===== src/rtl/fifo_wr_arbiter.sv =====
// fifo_wr_arbiter: round-robin burst arbiter that funnels N_REQ requesters into one FIFO write port.
// Optional macro FIFO_WR_ARBITER_SRC_TAG_EN prepends the source index to fifo_wr_data.
module fifo_wr_arbiter #(
  parameter int WIDTH_DATA = 8,
  parameter int N_REQ      = 4,
  parameter int NUMWORDS   = 16,
  parameter int MAX_BURST  = 4,
  localparam int IDX_W     = $clog2(N_REQ),
  localparam int USED_W    = $clog2(NUMWORDS + 1),
`ifdef FIFO_WR_ARBITER_SRC_TAG_EN
  localparam int FIFO_W    = WIDTH_DATA + IDX_W
`else
  localparam int FIFO_W    = WIDTH_DATA
`endif
) (
  input  logic                        clk,
  input  logic                        rst,
  input  logic [N_REQ-1:0]            req_valid,
  input  logic [N_REQ*WIDTH_DATA-1:0] req_data,
  output logic [N_REQ-1:0]            req_ready,
  input  logic [USED_W-1:0]           fifo_usedw,
  output logic                        fifo_wr_en,
  output logic [FIFO_W-1:0]           fifo_wr_data,
  output logic [IDX_W-1:0]            src_idx,
  output logic                        busy
);

  typedef enum logic [0:0] {ST_IDLE = 1'b0, ST_BURST = 1'b1} state_t;

  state_t                state;
  logic [IDX_W-1:0]      ptr;
  logic [IDX_W-1:0]      owner;
  logic [7:0]            beat_cnt;
  logic [IDX_W-1:0]      pick;
  logic [IDX_W-1:0]      search_base;
  logic [WIDTH_DATA-1:0] pick_data;
  logic                  room;
  logic                  owner_hold;
  logic                  found;
  logic                  xfer;
  logic                  start_grant;

  function automatic logic [IDX_W-1:0] next_idx(input logic [IDX_W-1:0] i);
    next_idx = (i == IDX_W'(N_REQ - 1)) ? {IDX_W{1'b0}} : i + {{(IDX_W-1){1'b0}}, 1'b1};
  endfunction

  // The write being presented this cycle counts against the fill level; one extra bit avoids wrap.
  assign room = ({1'b0, fifo_usedw} + {{USED_W{1'b0}}, fifo_wr_en}) < (USED_W + 1)'(NUMWORDS);

  // Grant selection: a valid locked owner wins, otherwise search upward from the rotation base.
  always_comb begin
    int s;
    owner_hold  = (state == ST_BURST) && req_valid[owner];
    search_base = (state == ST_BURST) ? next_idx(owner) : ptr;
    found       = 1'b0;
    pick        = {IDX_W{1'b0}};
    s           = 0;
    if (owner_hold) begin
      found = 1'b1;
      pick  = owner;
    end else begin
      for (int k = N_REQ - 1; k >= 0; k--) begin
        s = int'(search_base) + k;
        if (s >= N_REQ) begin
          s = s - N_REQ;
        end else begin
          s = s;
        end
        if (req_valid[s]) begin
          found = 1'b1;
          pick  = IDX_W'(s);
        end else begin
          found = found;
        end
      end
    end
    xfer        = found && room && !rst;
    start_grant = xfer && !owner_hold;
    pick_data   = req_data[pick*WIDTH_DATA +: WIDTH_DATA];
  end

  // One-hot ready decode of the selected requester.
  always_comb begin
    for (int i = 0; i < N_REQ; i++) begin
      req_ready[i] = xfer && (pick == IDX_W'(i));
    end
  end

  assign busy = (state == ST_BURST);

  // Burst FSM, rotation pointer and registered FIFO write port.
  always_ff @(posedge clk) begin
    if (rst) begin
      state        <= ST_IDLE;
      ptr          <= {IDX_W{1'b0}};
      owner        <= {IDX_W{1'b0}};
      beat_cnt     <= 8'd0;
      fifo_wr_en   <= 1'b0;
      fifo_wr_data <= {FIFO_W{1'b0}};
      src_idx      <= {IDX_W{1'b0}};
    end else begin
      fifo_wr_en <= xfer;
      if (xfer) begin
        src_idx <= pick;
`ifdef FIFO_WR_ARBITER_SRC_TAG_EN
        fifo_wr_data <= {pick, pick_data};
`else
        fifo_wr_data <= pick_data;
`endif
      end

      if (start_grant) begin
        owner    <= pick;
        beat_cnt <= 8'd1;
        if (MAX_BURST > 1) begin
          state <= ST_BURST;
          // A new grant that replaces a dropped owner still rotates past that owner.
          if (state == ST_BURST) begin
            ptr <= next_idx(owner);
          end
        end else begin
          state <= ST_IDLE;
          ptr   <= next_idx(pick);
        end
      end else if (owner_hold) begin
        if (xfer) begin
          beat_cnt <= beat_cnt + 8'd1;
          if (beat_cnt == 8'(MAX_BURST - 1)) begin
            state <= ST_IDLE;
            ptr   <= next_idx(owner);
          end
        end
      end else if (state == ST_BURST) begin
        state <= ST_IDLE;
        ptr   <= next_idx(owner);
      end
    end
  end

endmodule


===== config.mk =====
export PLATFORM = sky130hd
export DESIGN_NAME = fifo_wr_arbiter
export DESIGN_NICKNAME = d
export VERILOG_FILES = /design/src/rtl/fifo_wr_arbiter.sv
export SDC_FILE = /design/constraint.sdc
export NUM_CORES = 1
export LEC_CHECK = 0
export CAP_MARGIN = 20
export CORE_UTILIZATION = 39
export DETAILED_ROUTE_END_ITERATION = 8
export HOLD_SLACK_MARGIN = 0.05
export PLACE_DENSITY = 0.76
export SLEW_MARGIN = 20
export SYNTH_ARGS = -nofsm -noshare
export SYNTH_HDL_FRONTEND = slang
export SYNTH_SLANG_ARGS = --single-unit

===== constraint.sdc =====
create_clock -name clk -period 2.3 [get_ports clk]
set_input_delay 0.23 -clock clk [delete_from_list [all_inputs] [get_ports clk]]
set_output_delay 0.23 -clock clk [all_outputs]
set_load 0.01 [all_outputs]

; ---- Yosys cells after proc, flatten, opt, wreduce, memory -nomap -nowiden
; Index checks and enable logic that the tools add are counted.
; W data, S select, Z words.
[op_classes]
addsub = 10
order_cmp = 10
n_eq_ne = 7
n_shift = 1
muxes = 45
n_reduce_logical = 17
[ops]
columns = cell, count
row1 = $mux W32, 8
row2 = $lt A32 B4 Y1 const B, 4
row3 = $shiftx A32 B6 Y8, 1
row4 = $mux W2, 11
row5 = $mux W1, 21
row6 = $sub A3 B3 Y4 const B, 3
row7 = $bmux W1 S2, 5
row8 = $ge A3 B3 Y1 const B, 3
row9 = $add A8 B1 Y8 const B, 1
row10 = $eq A8 B2 Y1 const B, 1
row11 = $logic_and A1 B1 Y1, 8
row12 = $add A2 B2 Y3 const B, 2
row13 = $add A5 B1 Y6, 1
row14 = $eq A2 B2 Y1 const B, 3
row15 = $lt A6 B5 Y1 const B, 1
row16 = $ne A3 B1 Y1 const B, 2
row17 = $reduce_and A2 Y1, 3
row18 = $reduce_bool A2 Y1, 2
row19 = $sub A2 B3 Y4 const B, 1
row20 = $add A2 B1 Y3 const B, 1
row21 = $ge A2 B3 Y1 const B, 1
row22 = $lt A2 B3 Y1 const B, 1
row23 = $add A2 B1 Y2 const B, 1
row24 = $eq A2 B1 Y1 const B, 1
row25 = other kinds (3), 4
[word_totals]
register_bits = 24
inputBits = 43
out_inout_bits = 16
word_cells = 98

; ---- Logic depth before layout (Yosys ltp)
; Gate-level depths: netlist of run 1.
[depth]
word_depth = 20
ltp_mapped = 9
ltp_nobuf = 8

; ---- Least setup slack after synthesis of run 1
; OpenSTA, ideal clock, no wires.
[synth_path]
path_type = register to output
startpoint = register owner[1]
endpoint = output req_ready[3]
arrival_ps = 1923
setup_slack_ps = 147
stages_incl_launch_ff = 8
n_path_buf = 0
path_cell_list = dfxtp_1 ha_1 or3b_2 nand3_1 a311oi_1 o21ai_0 nor2_1 and2_1
[synth_via]
elab_chain_cells = 18
elab_cells_between_ends = 52
classes_between = 8 x add/sub / 4 x order compare / 2 x eq/ne / 34 x mux / 4 x reduce/logical
[synth_rtl]
columns = element, line_no
row1 = "start, declared", 32  ; logic [IDX_W-1:0] owner;
row2 = "start signal, assigned", 96  ; owner <= {IDX_W{1'b0}};
row3 = "start signal, assigned", 113  ; owner <= pick;
row4 = $add A2 B1 Y2 / $eq A2 B2 Y1 (equally long branches), 44  ; next_idx = (i == IDX_W'(N_REQ - 1)) ? {IDX_W{1'b0}} : i + {{(IDX_W-1){1'b0}}, 1'b1};
row5 = $mux W2, 44
row6 = $mux W2, --
row7 = $add A2 B2 Y3, 63  ; s = int'(search_base) + k;
row8 = $sub A3 B3 Y4 / $ge A3 B3 Y1 (equally long branches), "65, 64"
row9 = $mux W32, 64  ; if (s >= N_REQ) begin
row10 = $mux W32, 58  ; if (owner_hold) begin
row11 = $bmux W1 S2, 69  ; if (req_valid[s]) begin
row12 = $mux W1 (not written as such) (2 in a row), 69
row13 = $mux W1 (4 in a row), 69
row14 = $mux W1, 58
row15 = $logic_and A1 B1 Y1 (2 in a row), 77  ; xfer = found && room && !rst;
row16 = $logic_and A1 B1 Y1 *, 85  ; req_ready[i] = xfer && (pick == IDX_W'(i));
row17 = "end, declared", 20  ; output logic [N_REQ-1:0] req_ready,
; Every way passes the cells marked *; elsewhere a longest branch is shown, timed or not. The select of a mux whose other input is x is not followed.

; ---- Final worst setup path of run 1
[layout_path]
startpoint = register owner[1]
endpoint = output req_ready[1]
; Same word-level chain as after synthesis.

==> flow_metrics.py, run 1 <==
metrics = {
    "run_status": {
        "status": "finished with violations",
        "violated_checks": "setup timing",
    },
    "clock_network": {
        "clockRootBuffer": "sky130_fd_sc_hd__clkbuf_8",
        "cts_hold_buf": 0,
        "clk_latency_ps": 280,
        "cts-buffers-inserted": 3,
        "clock_sink_count": 24,
        "cts_tree": "built",
        "clk_pin_slew_ps": 80,
        "cts-htree-levels": 1,
        "clock_path_buffers": 2,
    },
    "setup_path": {
        "timing.critical_path.slowest_cell_delay_ps": 430,
        "crit_chain": "ha_4, buf_6, mux2i_4, nor2b_1, a2111o_1, a2bb2oi_4, buf_6, and3_4, buf_6",
        "timing.critical_path.mode_cell": "sky130_fd_sc_hd__buf_6",
        "critical_path_buf_inv_count": 3,
        "critical_path_peak_fanout": 3,
        "crit_arrival_ps": 2230,
        "cp_top_family": "compound AO/OA/AOI/OAI gates",
        "worstSetupPathType": "register to primary output",
        "critical_path.startpoint_type": "register",
        "cp_slowest_cell": "sky130_fd_sc_hd__a2111o_1",
        "worst-endpoint-required_ps": 2070,
        "setup.worst_path.end_class": "primary output",
    },
    "synth": {
        "number_of_instances_in_the_synthesized_netlist": 167,
        "synth_nets": 212,
        "synth-seq-cells": 24,
        "ys_warn_count": 0,
        "post_synth_num_cell_types": 50,
        "synth_area_per_cell_um2": 8.863,
        "synth-main-ff-cell": "sky130_fd_sc_hd__dfxtp_1",
        "synth.yosys.seq_area_share_pct": 32.46,
        "async_flop_share_pct": 0,
        "synthesis.area_um2": 1480,
        "synth_edf_count": 0,
    },
    "routing": {
        "wire_per_inst_um": 13.53,
        "drtAntennaViolNets": 0,
        "detail_route.iter0.violations": 64,
        "vias": 1545,
        "total_routed_wirelength_mm": 4.114,
        "detail_route.first_pass.iterations": 4,
        "detail_route.vias_per_cell": 5.082,
        "drc": 0,
    },
    "final_layout": {
        "areaGrowthSynthToFinish_pct": 72.61,
        "final_nets": 302,
        "n_antenna_cell": 0,
        "finish.utilization_pct": 69.79,
        "post_route_cells_drive_above_1_share_pct": 27.34,
        "final.fill_count": 286,
        "post-route-cell-area_um2": 2555,
    },
    "floorplan": {
        "fp-row-count": 22,
        "core-area_um2": 3661,
        "die_w_um": 63.61,
        "start_util_pct": 40.43,
        "ioPinCount": 59,
        "floorplan.die.height_um": 63.61,
        "die_area_um2": 4046,
    },
    "placement": {
        "post-dp-hpwl_mm": 2.890,
        "postPlaceCellArea_um2": 2268,
        "routabilityCongestion": 0.8324,
        "io_buffer_count": 58,
    },
    "pwr": {
        "power_density_nw_per_um2": 516.2,
        "worst_case_vdd_ir_drop_mv": 0.4214,
        "static_leak_nw": 0.9913,
    },
    "sta": {
        "worst_pin_slew_ps": 353.7,
        "final.setup.worst_slack_ps": -161.5,
        "timing.max_slew.rel_slack_pct": 75.75,
        "finalHoldViolCount": 0,
        "drv_slew": 0,
        "final_period_minus_worst_setup_slack_ps": 2462,
        "setup_repair_after_global_routing_missed_its_margin": "yes",
        "setup_viol": 12,
        "min_period_over_period_pct": 107.0,
        "fmax_ghz": 0.4063,
        "clock-skew-final_ps": 3.483,
        "hold-worst-slack_ps": 458.3,
    },
    "grt": {
        "first_global_vias": 1463,
        "grt_antenna_before_repair": 0,
        "maximum_number_of_pins_on_one_net_before_global_route_repair": 15,
        "grt_overflow": 0,
        "grt_first_pass_wirelength_mm": 6.651,
        "gr-usage-all-layers_pct": 21.24,
    },
    "hold_path": {
        "timing.hold.worst.class": "register to register",
    },
    "flow_run": {
        "drv.max_cap_violation_count": 0,
    },
}
-- registers in the layout, indices dropped and copies added (netlist names) --
register and flops:
fifo_wr_data 8, busy 1, src_idx 2, fifo_wr_en 1, owner 2, beat_cnt 8, ptr 2
-- final timing paths --
check	cells past startpoint	slack, ps	endpoint	startpoint
worst max-delay path	9	-160	req_ready[1]	owner[1]
worst min-delay path	2	460	src_idx[1]	src_idx[1]
worst max register to register	11	-120	fifo_wr_data[3]	owner[1]
worst min register to register	2	460	src_idx[1]	src_idx[1]
-- metal layers --
| layer | wire [um] | vias up | part of all wire [%] | global-route usage, % |
|---|---|---|---|---|
| met3 | 210 | 5 | 5.1 | 5.254 |
| met5 | 0 | - | 0 | 0 |
| met1 | 1814 | 704 | 44 | 25.85 |
| met2 | 2034 | 40 | 49 | 35.51 |
| met4 | 53 | 0 | 1.3 | 8.239 |
| li1 | - | 796 | - | - |
-- repair_timing --
action | in CTS | in global routing
setup buffers | 4 | 2
gates cloned | 1 | 0
pin swaps | 13 | 11
gates resized for setup | 36 | 21
endpoints found under the setup margin | 12 | 12
-- final cells by class --
cell class	instances	area [um2]	share of cell area, %
multi-input combinational	127	1007	39.42
timing repair buffer	93	899.6	35.21
sequential	24	486.7	19.05
tap	48	60.06	2.351
clock buffer	3	41.29	1.616
clock inverter	1	30.03	1.175
inverter	8	30.03	1.175
-- Yosys cell counts (3+ instances only) --
cell | count | area share, %
sky130_fd_sc_hd__a21oi_1 | 13 | 4.4
sky130_fd_sc_hd__a221oi_1 | 5 | 3.0
sky130_fd_sc_hd__and2_1 | 5 | 2.1
sky130_fd_sc_hd__clkbuf_1 | 3 | 0.76
sky130_fd_sc_hd__dfxtp_1 | 24 | 32
sky130_fd_sc_hd__inv_1 | 7 | 1.8
sky130_fd_sc_hd__mux2i_1 | 18 | 12
sky130_fd_sc_hd__nand2_1 | 12 | 3.0
sky130_fd_sc_hd__nor2_1 | 14 | 3.6
sky130_fd_sc_hd__nor2b_1 | 4 | 1.7
sky130_fd_sc_hd__nor3_1 | 3 | 1.0
sky130_fd_sc_hd__o21ai_0 | 5 | 1.7
sky130_fd_sc_hd__o221ai_1 | 3 | 1.8
sky130_fd_sc_hd__or3_1 | 3 | 1.3
-- cells in the final DEF (no fill, tap or decap), drive strengths merged, types with 3 or more instances in the layout --
| master | n |
|---|---|
| a21oi | 14 |
| a221oi | 5 |
| and2 | 6 |
| buf | 39 |
| clkbuf | 3 |
| clkdlybuf4s50 | 53 |
| dfxtp | 24 |
| inv | 8 |
| mux2i | 19 |
| nand2 | 12 |
| nor2 | 14 |
| nor2b | 4 |
| nor3 | 3 |
| o21ai | 6 |
| o221ai | 3 |
| or3 | 3 |
-- cells by family after synthesis --
kind of cell,after synthesis,share of synthesized area [%]
buffers and inverters,16,6.255
multiplexers,21,15.47
adder cells (fa/ha/maj),2,1.690
AO/OA/AOI/OAI,42,21.47
flip-flops,24,32.46
AND/OR/NAND/NOR,58,20.29
XOR/XNOR,4,2.367
-- worst min-delay path: cells and delay by family (launching register included) --
family	cells	cell delay, ps
AND/OR/NAND/NOR	1	50
flip-flops	1	320
AO/OA/AOI/OAI	1	50
-- report_power, final --
part / total, mW / internal, mW / switching [mW] / leakage [nW]
logic: 0.476 / 0.290 / 0.186 / 0.757
registers: 0.465 / 0.444 / 0.0205 / 0.199
clock network: 0.378 / 0.233 / 0.145 / 0.0357
total: 1.32 / 0.967 / 0.351 / 0.991
-- per-stage QoR --
| stage | setup WS [ps] | setup TNS, ps | instances | power, mW |
|---|---|---|---|---|
| finish | -161.5 | -1335 | 304 | 1.319 |
| global route | -219.2 | -2202 | 304 | 1.381 |
| CTS | -147.6 | -1121 | 302 | 1.290 |
| detailed placement | -579.7 | -4390 | 293 | 0.8475 |
| global placement | -587.9 | -4131 | 293 | 0.8431 |
| floorplan | 146.8 | 0 | 167 | 0.6666 |
Note: power is estimated with default switching activity, not from simulation.
==> run 2, diff against run 1 <==
CAP_MARGIN = 40   (was 20)
==> results of run 2 <==
Final layout, timing and power as in run 1 (identical DEF).
==> run 3, diff against run 2 <==
CORE_UTILIZATION = 40   (was 39)
CTS_BUF_LIST = sky130_fd_sc_hd__clkbuf_8   (was unset)
HOLD_SLACK_MARGIN = 0.02   (was 0.05)
PLACE_DENSITY = 0.74   (was 0.76)
==> flow_metrics.py, run 3 (same netlist as run 1, synthesis figures left out) <==
metrics = {
    "sta": {
        "min_period_over_period_pct": 108.4,
        "timing.max_slew.rel_slack_pct": 77.13,
        "worst_pin_slew_ps": 333.5,
        "drv_slew": 0,
        "setup_viol": 11,
        "fmax_ghz": 0.4013,
        "clock-skew-final_ps": 3.765,
        "setup_repair_after_global_routing_missed_its_margin": "yes",
        "final_period_minus_worst_setup_slack_ps": 2492,
        "finalHoldViolCount": 0,
        "final.setup.worst_slack_ps": -192.2,
    },
    "final_layout": {
        "stdcell_count": 300,
        "final_nets": 300,
        "n_antenna_cell": 0,
        "finish.utilization_pct": 71.10,
        "areaGrowthSynthToFinish_pct": 65.34,
        "final.fill_count": 242,
        "post_route_cells_drive_above_1_share_pct": 24.80,
        "layout.cells.most_common_list": "sky130_fd_sc_hd__clkdlybuf4s50_1, sky130_fd_sc_hd__buf_4, sky130_fd_sc_hd__dfxtp_1",
        "post-route-cell-area_um2": 2447,
        "largestRegisters": "beat_cnt: 8 flops, fifo_wr_data: 8 flops",
        "layout.cells.most_common": "sky130_fd_sc_hd__clkdlybuf4s50_1",
    },
    "routing": {
        "drtAntennaViolNets": 0,
        "total_routed_wirelength_mm": 4.263,
        "top_layer_used": "met4",
        "drc": 0,
        "detail_route.iter0.violations": 52,
        "wire_per_inst_um": 14.21,
        "vias": 1581,
        "total_length_of_routed_met2_wires_mm": 2.117,
        "route.met3.wl_um": 255,
        "drt-met1-wl_mm": 1.826,
        "detail_route.first_pass.iterations": 4,
        "detail_route.vias_per_cell": 5.270,
    },
    "grt": {
        "gr-usage-all-layers_pct": 22.74,
        "grt_antenna_before_repair": 0,
        "grt_overflow": 0,
        "grt_first_pass_wirelength_mm": 7.182,
        "first_global_vias": 1578,
        "maximum_number_of_pins_on_one_net_before_global_route_repair": 14,
    },
    "setup_path": {
        "crit_arrival_ps": 2260,
        "critical_path_peak_fanout": 6,
        "worstSetupPathType": "register to primary output",
        "critical_path.startpoint_type": "register",
        "worst-endpoint-required_ps": 2070,
        "setup.worst_path.end_class": "primary output",
    },
    "run_status": {
        "status": "finished with violations",
        "violated_checks": "setup timing",
    },
    "clock_network": {
        "cts_tree": "built",
        "clk_latency_ps": 260,
        "clock_path_buffers": 2,
        "cts-buffers-inserted": 3,
        "cts-htree-levels": 1,
        "clk_pin_slew_ps": 90,
        "clock_sink_count": 24,
        "cts_hold_buf": 0,
        "clockRootBuffer": "sky130_fd_sc_hd__clkbuf_8",
    },
    "floorplan": {
        "fp-row-count": 21,
        "die_w_um": 62.83,
        "start_util_pct": 43.00,
        "core-area_um2": 3442,
        "die_area_um2": 3948,
        "floorplan.die.height_um": 62.83,
        "ioPinCount": 59,
    },
    "pwr": {
        "static_leak_nw": 0.9544,
        "power_density_nw_per_um2": 488.7,
        "p_int_uw": 865.4,
        "clock_power_share_pct": 24.2,
        "p_switching_uw": 330.6,
        "power.share.sequential_pct": 38.9,
        "worst_case_vdd_ir_drop_mv": 0.2791,
        "combinationalPowerShare_pct": 36.9,
        "power.share.switching_pct": 27.64,
    },
    "placement": {
        "io_buffer_count": 58,
        "post-dp-hpwl_mm": 3.102,
        "pre_cts_ws_ps": -675.6,
        "routabilityCongestion": 0.8253,
        "placed_cells_incl_taps": 291,
        "postPlaceCellArea_um2": 2266,
    },
    "hold_path": {
        "timing.hold.worst.class": "register to register",
    },
    "flow_run": {
        "drv.max_cap_violation_count": 0,
    },
}
-- run 3: layer usage --
metal  up-vias  global-route usage [%]
met5         -                       0
met4         0                   6.977
met3         6                   3.102
met2        59                   40.76
met1       725                   27.82
li1        791                       -
-- run 3: timing repair --
action                     in CTS  in global routing
buffers inserted                5                  0
setup endpoints to repair      12                 16
gates resized for setup        31                 10
pin swaps                      10                  5
hold endpoints to repair        0                  0
-- run 3: worst paths after layout --
check,slack (ps),to,cells past startpoint,from
setup reg to reg,-140,fifo_wr_data[5],11,owner[1]
hold / removal,480,src_idx[0],2,src_idx[0]
setup / recovery,-190,req_ready[1],10,owner[1]
hold reg to reg,480,src_idx[0],2,src_idx[0]
-- run 3: power groups by stage --
stage                     clock network, mW  registers [mW]  logic (mW)
after floorplan                           0           0.480       0.187
after global placement                    0           0.472       0.370
after detailed placement                  0           0.473       0.381
after CTS                             0.291           0.465       0.418
after global routing                  0.315           0.470       0.472
final                                 0.289           0.466       0.441
-- run 3: critical path: stages, from the launching register on --
cell and delay [ps]:
sky130_fd_sc_hd__dfxtp_2 350, sky130_fd_sc_hd__ha_4 290, sky130_fd_sc_hd__buf_6 100, sky130_fd_sc_hd__mux2i_4 70, sky130_fd_sc_hd__buf_6 120, sky130_fd_sc_hd__or3_4 330, sky130_fd_sc_hd__a41oi_4 250, sky130_fd_sc_hd__a2bb2oi_4 90
sky130_fd_sc_hd__buf_6 140, sky130_fd_sc_hd__and3_4 150, sky130_fd_sc_hd__buf_6 110
-- run 3: final cells by class --
cell class	count	area, um2	share of cell area, %
well taps	46	57.56	2.352
flip-flops and latches	24	484.2	19.79
repair buffers	91	849.6	34.71
multi-input cells	127	970.9	39.67
inverters	8	30.03	1.227
clock buffers	4	55.05	2.249
-- run 3: stage by stage --
stage                     total power, mW  hold WS (ps)  TNS, ps
final                               1.196         477.4    -1290
after global routing                1.257         488.4    -2394
after CTS                           1.174         472.6    -1704
after detailed placement           0.8539         456.6    -4417
after global placement             0.8425         445.3    -3358
after floorplan                    0.6666         447.2        0
